$ cat config.mk
export PLATFORM = sky130hd
export DESIGN_NAME = pong_game_seq
export DESIGN_NICKNAME = d
export VERILOG_FILES = /design/src/rtl/pong_game_seq.sv
export SDC_FILE = /design/constraint.sdc
export NUM_CORES = 1
export LEC_CHECK = 0
export BUFFER_PORTS_ARGS = -buffer_cell sky130_fd_sc_hd__buf_2
export CAP_MARGIN = 20
export CORE_AREA = 2 2 50 71
export DETAILED_ROUTE_END_ITERATION = 10
export DIE_AREA = 0 0 52 73
export HOLD_SLACK_MARGIN = 0.15
export PLACE_DENSITY = 0.74
export RECOVER_POWER = 25
export REMOVE_ABC_BUFFERS = 1
export SLEW_MARGIN = 20
export SYNTH_ARGS = -nofsm -noshare
export SYNTH_HDL_FRONTEND = slang
export SYNTH_SLANG_ARGS = --single-unit
$ cat constraint.sdc
create_clock -name clk -period 4.9 [get_ports clk]
set_input_delay 0.245 -clock clk [delete_from_list [all_inputs] [get_ports clk]]
set_output_delay 0.245 -clock clk [all_outputs]
set_load 0.02 [all_outputs]
$ cat src/rtl/pong_game_seq.sv
// Pong game-phase sequencer: serve timing, scoring, game-over and score flash.
// Latency: 1 cycle, all outputs registered; no backpressure, events are one-cycle pulses.
module pong_game_seq #(
  parameter int WIN_SCORE    = 7,
  parameter int SERVE_FRAMES = 60,
  parameter int POINT_FRAMES = 30,
  parameter int FLASH_LOG2   = 4
) (
  input  logic       clk,
  input  logic       rst_n,
  input  logic       frame_tick,
  input  logic       start,
  input  logic       pause,
  input  logic       score_reset,
  input  logic       miss_l,
  input  logic       miss_r,
  output logic       ball_run,
  output logic       serve_l,
  output logic       serve_r,
  output logic [2:0] score_l,
  output logic [2:0] score_r,
  output logic       game_over,
  output logic       winner,
  output logic       flash,
  output logic [2:0] state
);

  typedef enum logic [2:0] {
    IDLE       = 3'd0,
    SERVE_WAIT = 3'd1,
    PLAY       = 3'd2,
    POINT      = 3'd3,
    GAME_OVER  = 3'd4
  } state_t;

  localparam logic [7:0] SERVE_LAST = 8'(SERVE_FRAMES - 1);
  localparam logic [7:0] POINT_LAST = 8'(POINT_FRAMES - 1);
  localparam logic [2:0] WIN        = 3'(WIN_SCORE);

  state_t                state_q, state_d;
  logic [7:0]            fcnt_q, fcnt_d;
  logic                  server_q, server_d;
  logic [FLASH_LOG2-1:0] flash_cnt_q, flash_cnt_d;
  logic                  ball_run_d, serve_l_d, serve_r_d;
  logic [2:0]            score_l_d, score_r_d;
  logic                  game_over_d, winner_d, flash_d;
  logic                  tick_run;
  logic [2:0]            score_l_inc, score_r_inc;

  assign tick_run    = frame_tick & ~pause;
  assign score_l_inc = score_l + 3'd1;
  assign score_r_inc = score_r + 3'd1;
  assign state       = state_q;

  always_ff @(posedge clk or negedge rst_n) begin
    if (!rst_n) state_q <= IDLE;
    else        state_q <= state_d;
  end

  always_comb begin
    state_d = state_q;
    if (score_reset) begin
      state_d = IDLE;
    end else begin
      case (state_q)
        IDLE:       if (start) state_d = SERVE_WAIT;
        SERVE_WAIT: if (tick_run && fcnt_q == SERVE_LAST) state_d = PLAY;
        PLAY: begin
          if (miss_l)      state_d = (score_r_inc == WIN) ? GAME_OVER : POINT;
          else if (miss_r) state_d = (score_l_inc == WIN) ? GAME_OVER : POINT;
        end
        POINT:      if (tick_run && fcnt_q == POINT_LAST) state_d = SERVE_WAIT;
        GAME_OVER:  if (start) state_d = SERVE_WAIT;
        default:    state_d = IDLE;
      endcase
    end
  end

  always_comb begin
    fcnt_d      = fcnt_q;
    server_d    = server_q;
    flash_cnt_d = flash_cnt_q;
    score_l_d   = score_l;
    score_r_d   = score_r;
    game_over_d = game_over;
    winner_d    = winner;
    flash_d     = flash;
    serve_l_d   = 1'b0;
    serve_r_d   = 1'b0;
    // The ball only runs in the state being entered, so it drops on the leaving edge.
    ball_run_d  = (state_d == PLAY) && !pause;
    if (score_reset) begin
      score_l_d   = 3'd0;
      score_r_d   = 3'd0;
      game_over_d = 1'b0;
      winner_d    = 1'b0;
      flash_d     = 1'b0;
      flash_cnt_d = '0;
      fcnt_d      = 8'd0;
      server_d    = 1'b1;
    end else begin
      case (state_q)
        IDLE: if (start) fcnt_d = 8'd0;
        SERVE_WAIT: begin
          if (tick_run) begin
            if (fcnt_q == SERVE_LAST) begin
              fcnt_d    = 8'd0;
              serve_r_d = server_q;
              serve_l_d = ~server_q;
            end else begin
              fcnt_d = fcnt_q + 8'd1;
            end
          end
        end
        PLAY: begin
          if (miss_l) begin
            score_r_d = score_r_inc;
            server_d  = 1'b1;
            fcnt_d    = 8'd0;
            if (score_r_inc == WIN) begin
              game_over_d = 1'b1;
              winner_d    = 1'b1;
              flash_cnt_d = '0;
            end
          end else if (miss_r) begin
            score_l_d = score_l_inc;
            server_d  = 1'b0;
            fcnt_d    = 8'd0;
            if (score_l_inc == WIN) begin
              game_over_d = 1'b1;
              winner_d    = 1'b0;
              flash_cnt_d = '0;
            end
          end
        end
        POINT: begin
          if (tick_run) fcnt_d = (fcnt_q == POINT_LAST) ? 8'd0 : fcnt_q + 8'd1;
        end
        GAME_OVER: begin
          if (start) begin
            score_l_d   = 3'd0;
            score_r_d   = 3'd0;
            game_over_d = 1'b0;
            flash_d     = 1'b0;
            flash_cnt_d = '0;
            server_d    = 1'b1;
            fcnt_d      = 8'd0;
          end else if (frame_tick) begin
            flash_cnt_d = flash_cnt_q + 1'b1;
            if (&flash_cnt_q) flash_d = ~flash;
          end
        end
        default: ;
      endcase
    end
  end

  always_ff @(posedge clk or negedge rst_n) begin
    if (!rst_n) begin
      fcnt_q      <= 8'd0;
      server_q    <= 1'b1;
      flash_cnt_q <= '0;
      ball_run    <= 1'b0;
      serve_l     <= 1'b0;
      serve_r     <= 1'b0;
      score_l     <= 3'd0;
      score_r     <= 3'd0;
      game_over   <= 1'b0;
      winner      <= 1'b0;
      flash       <= 1'b0;
    end else begin
      fcnt_q      <= fcnt_d;
      server_q    <= server_d;
      flash_cnt_q <= flash_cnt_d;
      ball_run    <= ball_run_d;
      serve_l     <= serve_l_d;
      serve_r     <= serve_r_d;
      score_l     <= score_l_d;
      score_r     <= score_r_d;
      game_over   <= game_over_d;
      winner      <= winner_d;
      flash       <= flash_d;
    end
  end

endmodule

Word level (Yosys, flattened, before mapping)
Index checks and enable logic that the tools add are counted.

storage, ports and cells
  register bits = 28
  input port bits = 8
  output and inout bits = 15
  logic and storage cells = 128

operators by class
  add/sub/neg operators = 4
  eq/ne operators = 21
  muxes and demuxes = 64
  bitwise operators = 4
  reduce and logical (&&, ||, !) cells = 23

operators by type and width
  kind                                                 count
  2-to-1 mux 8 bit                                     8
  2-to-1 mux 3 bit                                     14
  one-hot mux 8 bit (4 select lines)                   1
  2-to-1 mux 1 bit                                     28
  2-to-1 mux 4 bit                                     7
  inequality test 3 bit, second input constant         6
  inequality test 4 bit, second input constant         4
  AND reduction 5 bit                                  3
  nonzero test 3 bit                                   5
  one-hot mux 3 bit (2 select lines)                   2
  one-hot mux 3 bit (4 select lines)                   1
  AND reduction 4 bit                                  3
  equality test 3 x 2 -> 1 bit, second input constant  3
  equality test 3 bit, second input constant           3
  AND reduction 3 bit                                  3
  adder 8 x 1 -> 8 bit, second input constant          1
  equality test 8 x 5 -> 1 bit, second input constant  1
  equality test 8 x 6 -> 1 bit, second input constant  1
  one-hot mux 4 bit (2 select lines)                   1
  adder 3 x 1 -> 3 bit, second input constant          2
  nonzero test 5 bit                                   1
  adder 4 x 1 -> 4 bit, second input constant          1
  one-hot mux 1 bit (2 select lines)                   2
  nonzero test 2 bit                                   2
  other kinds (9)                                      13

Logic depth before layout (Yosys ltp)
  word-level depth = 9
  mapped depth = 8
  gate-level depth less buffers = 7

Least setup slack after synthesis
OpenSTA, ideal clock, no wires.

  path kind = reg-to-reg
  start = register state_q[0] (netlist: state[0])
  end = register fcnt_q[7]
  setup time = 130 ps
  arrival time = 1934 ps
  data required time = 4770 ps
  slack = 2836 ps
  cell stages (with the launch flop) = 8
  path buffers = 2
  clock period less this slack = 2064 ps
  cells stage by stage = dfrtp_1 buf_6 or4b_4 or3_4 o31ai_4 or2_1 buf_4 o41ai_2

on the way
  longest elaborated chain between the ends = 4
  elaborated cells between the ends (all ways) = 14
  classes of those cells = 8 x eq/ne; 2 x mux; 4 x reduce/logical

RTL lines
  element                                                                          RTL line  text
  start, declared                                                                  40        state_t state_q, state_d;
  start signal, assigned                                                           57        else state_q <= state_d;
  equality test 3 bit / logical NOT 3 bit (equally long branches)                  102       case (state_q)
  OR reduction 2 bit (no source line)                                              n/a
  inequality test 3 x 1 -> 1 bit (no source line) (tied with other cells)          n/a
  AND reduction 5 bit (no source line) / 2-to-1 mux 8 bit (equally long branches)  n/a
  end signal, assigned                                                             172       fcnt_q <= fcnt_d;
  end, declared                                                                    41        logic [7:0] fcnt_q, fcnt_d;

Several ways; a longest one is shown, not always the timed one.
A chain may end at the register's enable or synchronous reset.

Worst setup path in the final report
  start = register state_q[0] (netlist: state[0])
  end = register fcnt_q[2]

The elaborated chain is that of the path after synthesis.

==> out/metrics.csv <==
metric,value,unit
outcome,finished clean,
final_core_util,58.21,%
avgSynthCellArea,9.374,µm²
ys_types,49,
first_iter_violations,51,
viasPerCell,5.959,
finalClockSkew,0.002670,ns
first_pass_iters,4,
ys.flop_type,dfrtp_1,
power_density,236.6,mW/mm²
wl_per_cell,15.05,µm
cts_tree,built,
num_vias,1436,
core.rowCount,25,
ys_seq_area_share,41.37,%
cp_data_arrival_time,2.45,ns
worstPathCellList,or4b_4 -> or3_4 -> o31ai_4 -> or2_1 -> o22ai_1,
required,5.05,ns
cp_max_fo,20,
slowest_delay,0.64,ns
cts_hold_buf,1,
clk_path_buf_depth,2,
gp_congestion,0.8711,
core_area,0.003222,mm²
cpLargestDelayFamily,simple AND/OR/NAND/NOR gates,
io-pin-count,23,
worst_pin_slew,1.496,ns
crit_slowest_cell,or4b_4,
grt_pass1_vias,1392,
grt_start_max_net_pins,29,
synth_edf_count,0,
clockRootBuffer,clkbuf_8,
grt_overflow_total,0,
hold_violations,0,
relSlewSlack,0.2938,%
drc,0,
cap_violations,0,
ir_drop,0.0001526,V
syn2layout_area_growth,10.55,%
cts_made_buffers,3,
cts_num_sinks,28,
maxSlewViolCount,0,
hp-class,in -> reg,
startpoint_type,register,
fin_crit_sh,47.00,%
synth_seq_cells,28,
async_reset_ff_share,100.0,%
clock_latency,0.27,ns
die_w,52,µm
place_inst,236,
ctsResizeCount,0,
cp-end-kind,register,
final_nets,217,
worst-path-buf-inv,0,
p_sw_share,25.57,%
path_clk_slew,0.09,ns
p_sw,113.5,µW
finalSetupViolations,0,
wirelength,3626,µm
netlist_area,0.001697,mm²
clkPwrFrac,31.8,%
postRouteAntennaNets,0,
leakage,0.8394,nW
drive_above_1_share,16.92,%
path_class,reg -> reg,
track_usage,20.82,%
dp.final_hpwl,2757,µm
tns,0,ns
p_int,330.2,µW
fmax,0.4342,GHz
rsz0062_at_grt,false,
ys_warn_count,0,
post-route-min-period,2.303,ns
finalNonFillerCells,241,
io_buffers,22,
antenna_found_initial,0,
num_antenna_cells,0,
dieArea,0.003796,mm²
syn_inst,181,
htree_num_levels,1,
seq_power_share,55.7,%
p_comb_share,12.4,%
dieHeight,73,µm
r2r_setup_slack,2.60,ns
grt_pass1_wl,6134,µm
initial_core_util,52.66,%
postCtsSetupBuffers,0,
-- state kept, by name, summed over array words and instances, names as in the netlist, 3 cells and up --
signal       count
score_l          3
flash_cnt_q      4
state            3
fcnt_q           8
score_r          3
-- through the flow --
stage	hold slack [ns]	worst slack [ns]	area (µm²)	total power, mW
detailed placement	0.2987	2.625	1813	0.3070
CTS	0.2285	2.599	1878	0.4501
finish	0.2402	2.597	1876	0.4437
floorplan	-0.05059	2.765	1653	0.2821
global placement	0.2888	2.707	1813	0.3036
global route	0.2331	2.475	1876	0.4623
-- layer usage --
layer  vias to the layer above  GRT usage, %  share of wire, %
met5                         -             0                 0
met4                         0         9.064               1.9
met3                         6         1.639               3.4
met2                        32         37.41                54
met1                       693         24.74                41
li1                        705             -                 -
-- cells by family (layout without fill, tap and decap cells) --
family | count (synthesis) | count (layout) | share of synthesized area [%]
xor+xnor | 4 | 4 | 2.065
mux | 1 | 1 | 0.6637
buf+inv | 12 | 32 | 3.687
fa+ha+maj | 7 | 7 | 5.162
flops | 28 | 28 | 41.37
simple gates | 77 | 77 | 25.66
compound gates | 52 | 52 | 21.39
-- cell type report --
type,count,area [µm²]
clock buffers,4,55.05
fillers,287,1346
inverters,5,18.77
multi-input cells,141,932.1
flip-flops and latches,28,701.9
well taps,40,50.05
repair buffers,23,117.6
-- power by group through the flow --
stage	clock, mW	sequential (mW)	combinational, mW
6_report	0.141	0.247	0.0551
5_1_grt	0.152	0.249	0.0617
4_1_cts	0.147	0.247	0.0562
3_5_place_dp	0	0.252	0.0552
3_3_place_gp	0	0.251	0.0525
2_1_floorplan	0	0.256	0.0263
-- placed cells by master, fill, tap and decap left out, drive strengths merged, types with 2 or more instances in the layout --
cell type,instances
o22ai,3
and3b,2
nor4,3
a22o,2
a21oi,9
inv,5
a21o,2
nand3b,5
nand2,20
o21ai,16
or2,4
xor2,3
or4b,2
or3,4
a2bb2oi,4
ha,7
nand2b,7
buf,20
clkbuf,6
dfrtp,27
nor3,5
nand3,5
nor3b,4
nor2,9
nor2b,3
nand4,2
o31ai,6
-- final timing paths --
path / cells after the start / endpoint / start
hold reg to reg: 2 / server_q / server_q
setup reg to reg: 5 / fcnt_q[2] / state[0]
max in group asynchronous: 2 / score_l[1] / rst_n
min in group asynchronous: 2 / serve_l / rst_n
setup / recovery: 5 / fcnt_q[2] / state[0]
hold / removal: 2 / flash / start
-- cells in the mapped netlist, drive strengths merged, types with 2 or more instances --
cell     instances  share of area [%]
nand3b           5                2.2
a2bb2oi          4                2.1
clkbuf           2               0.44
xor2             3                1.5
dfrtp           27                 40
buf              5                2.1
inv              5                1.1
or3              4                1.8
a22o             2                1.0
a21oi            9                2.7
a21o             2               0.88
nand2           20                4.4
nand4            2               0.74
or4b             2                1.4
and3b            2                1.0
nor4             3                1.1
nor2b            3                1.1
ha               7                5.2
nand3            5                1.5
o22ai            3                1.1
or2              4                1.5
nor3b            4                1.8
o21ai           16                4.7
nor3             5                1.5
nor2             9                2.0
o31ai            6                3.5
nand2b           7                2.6
Power figures use the tool's default switching activity.
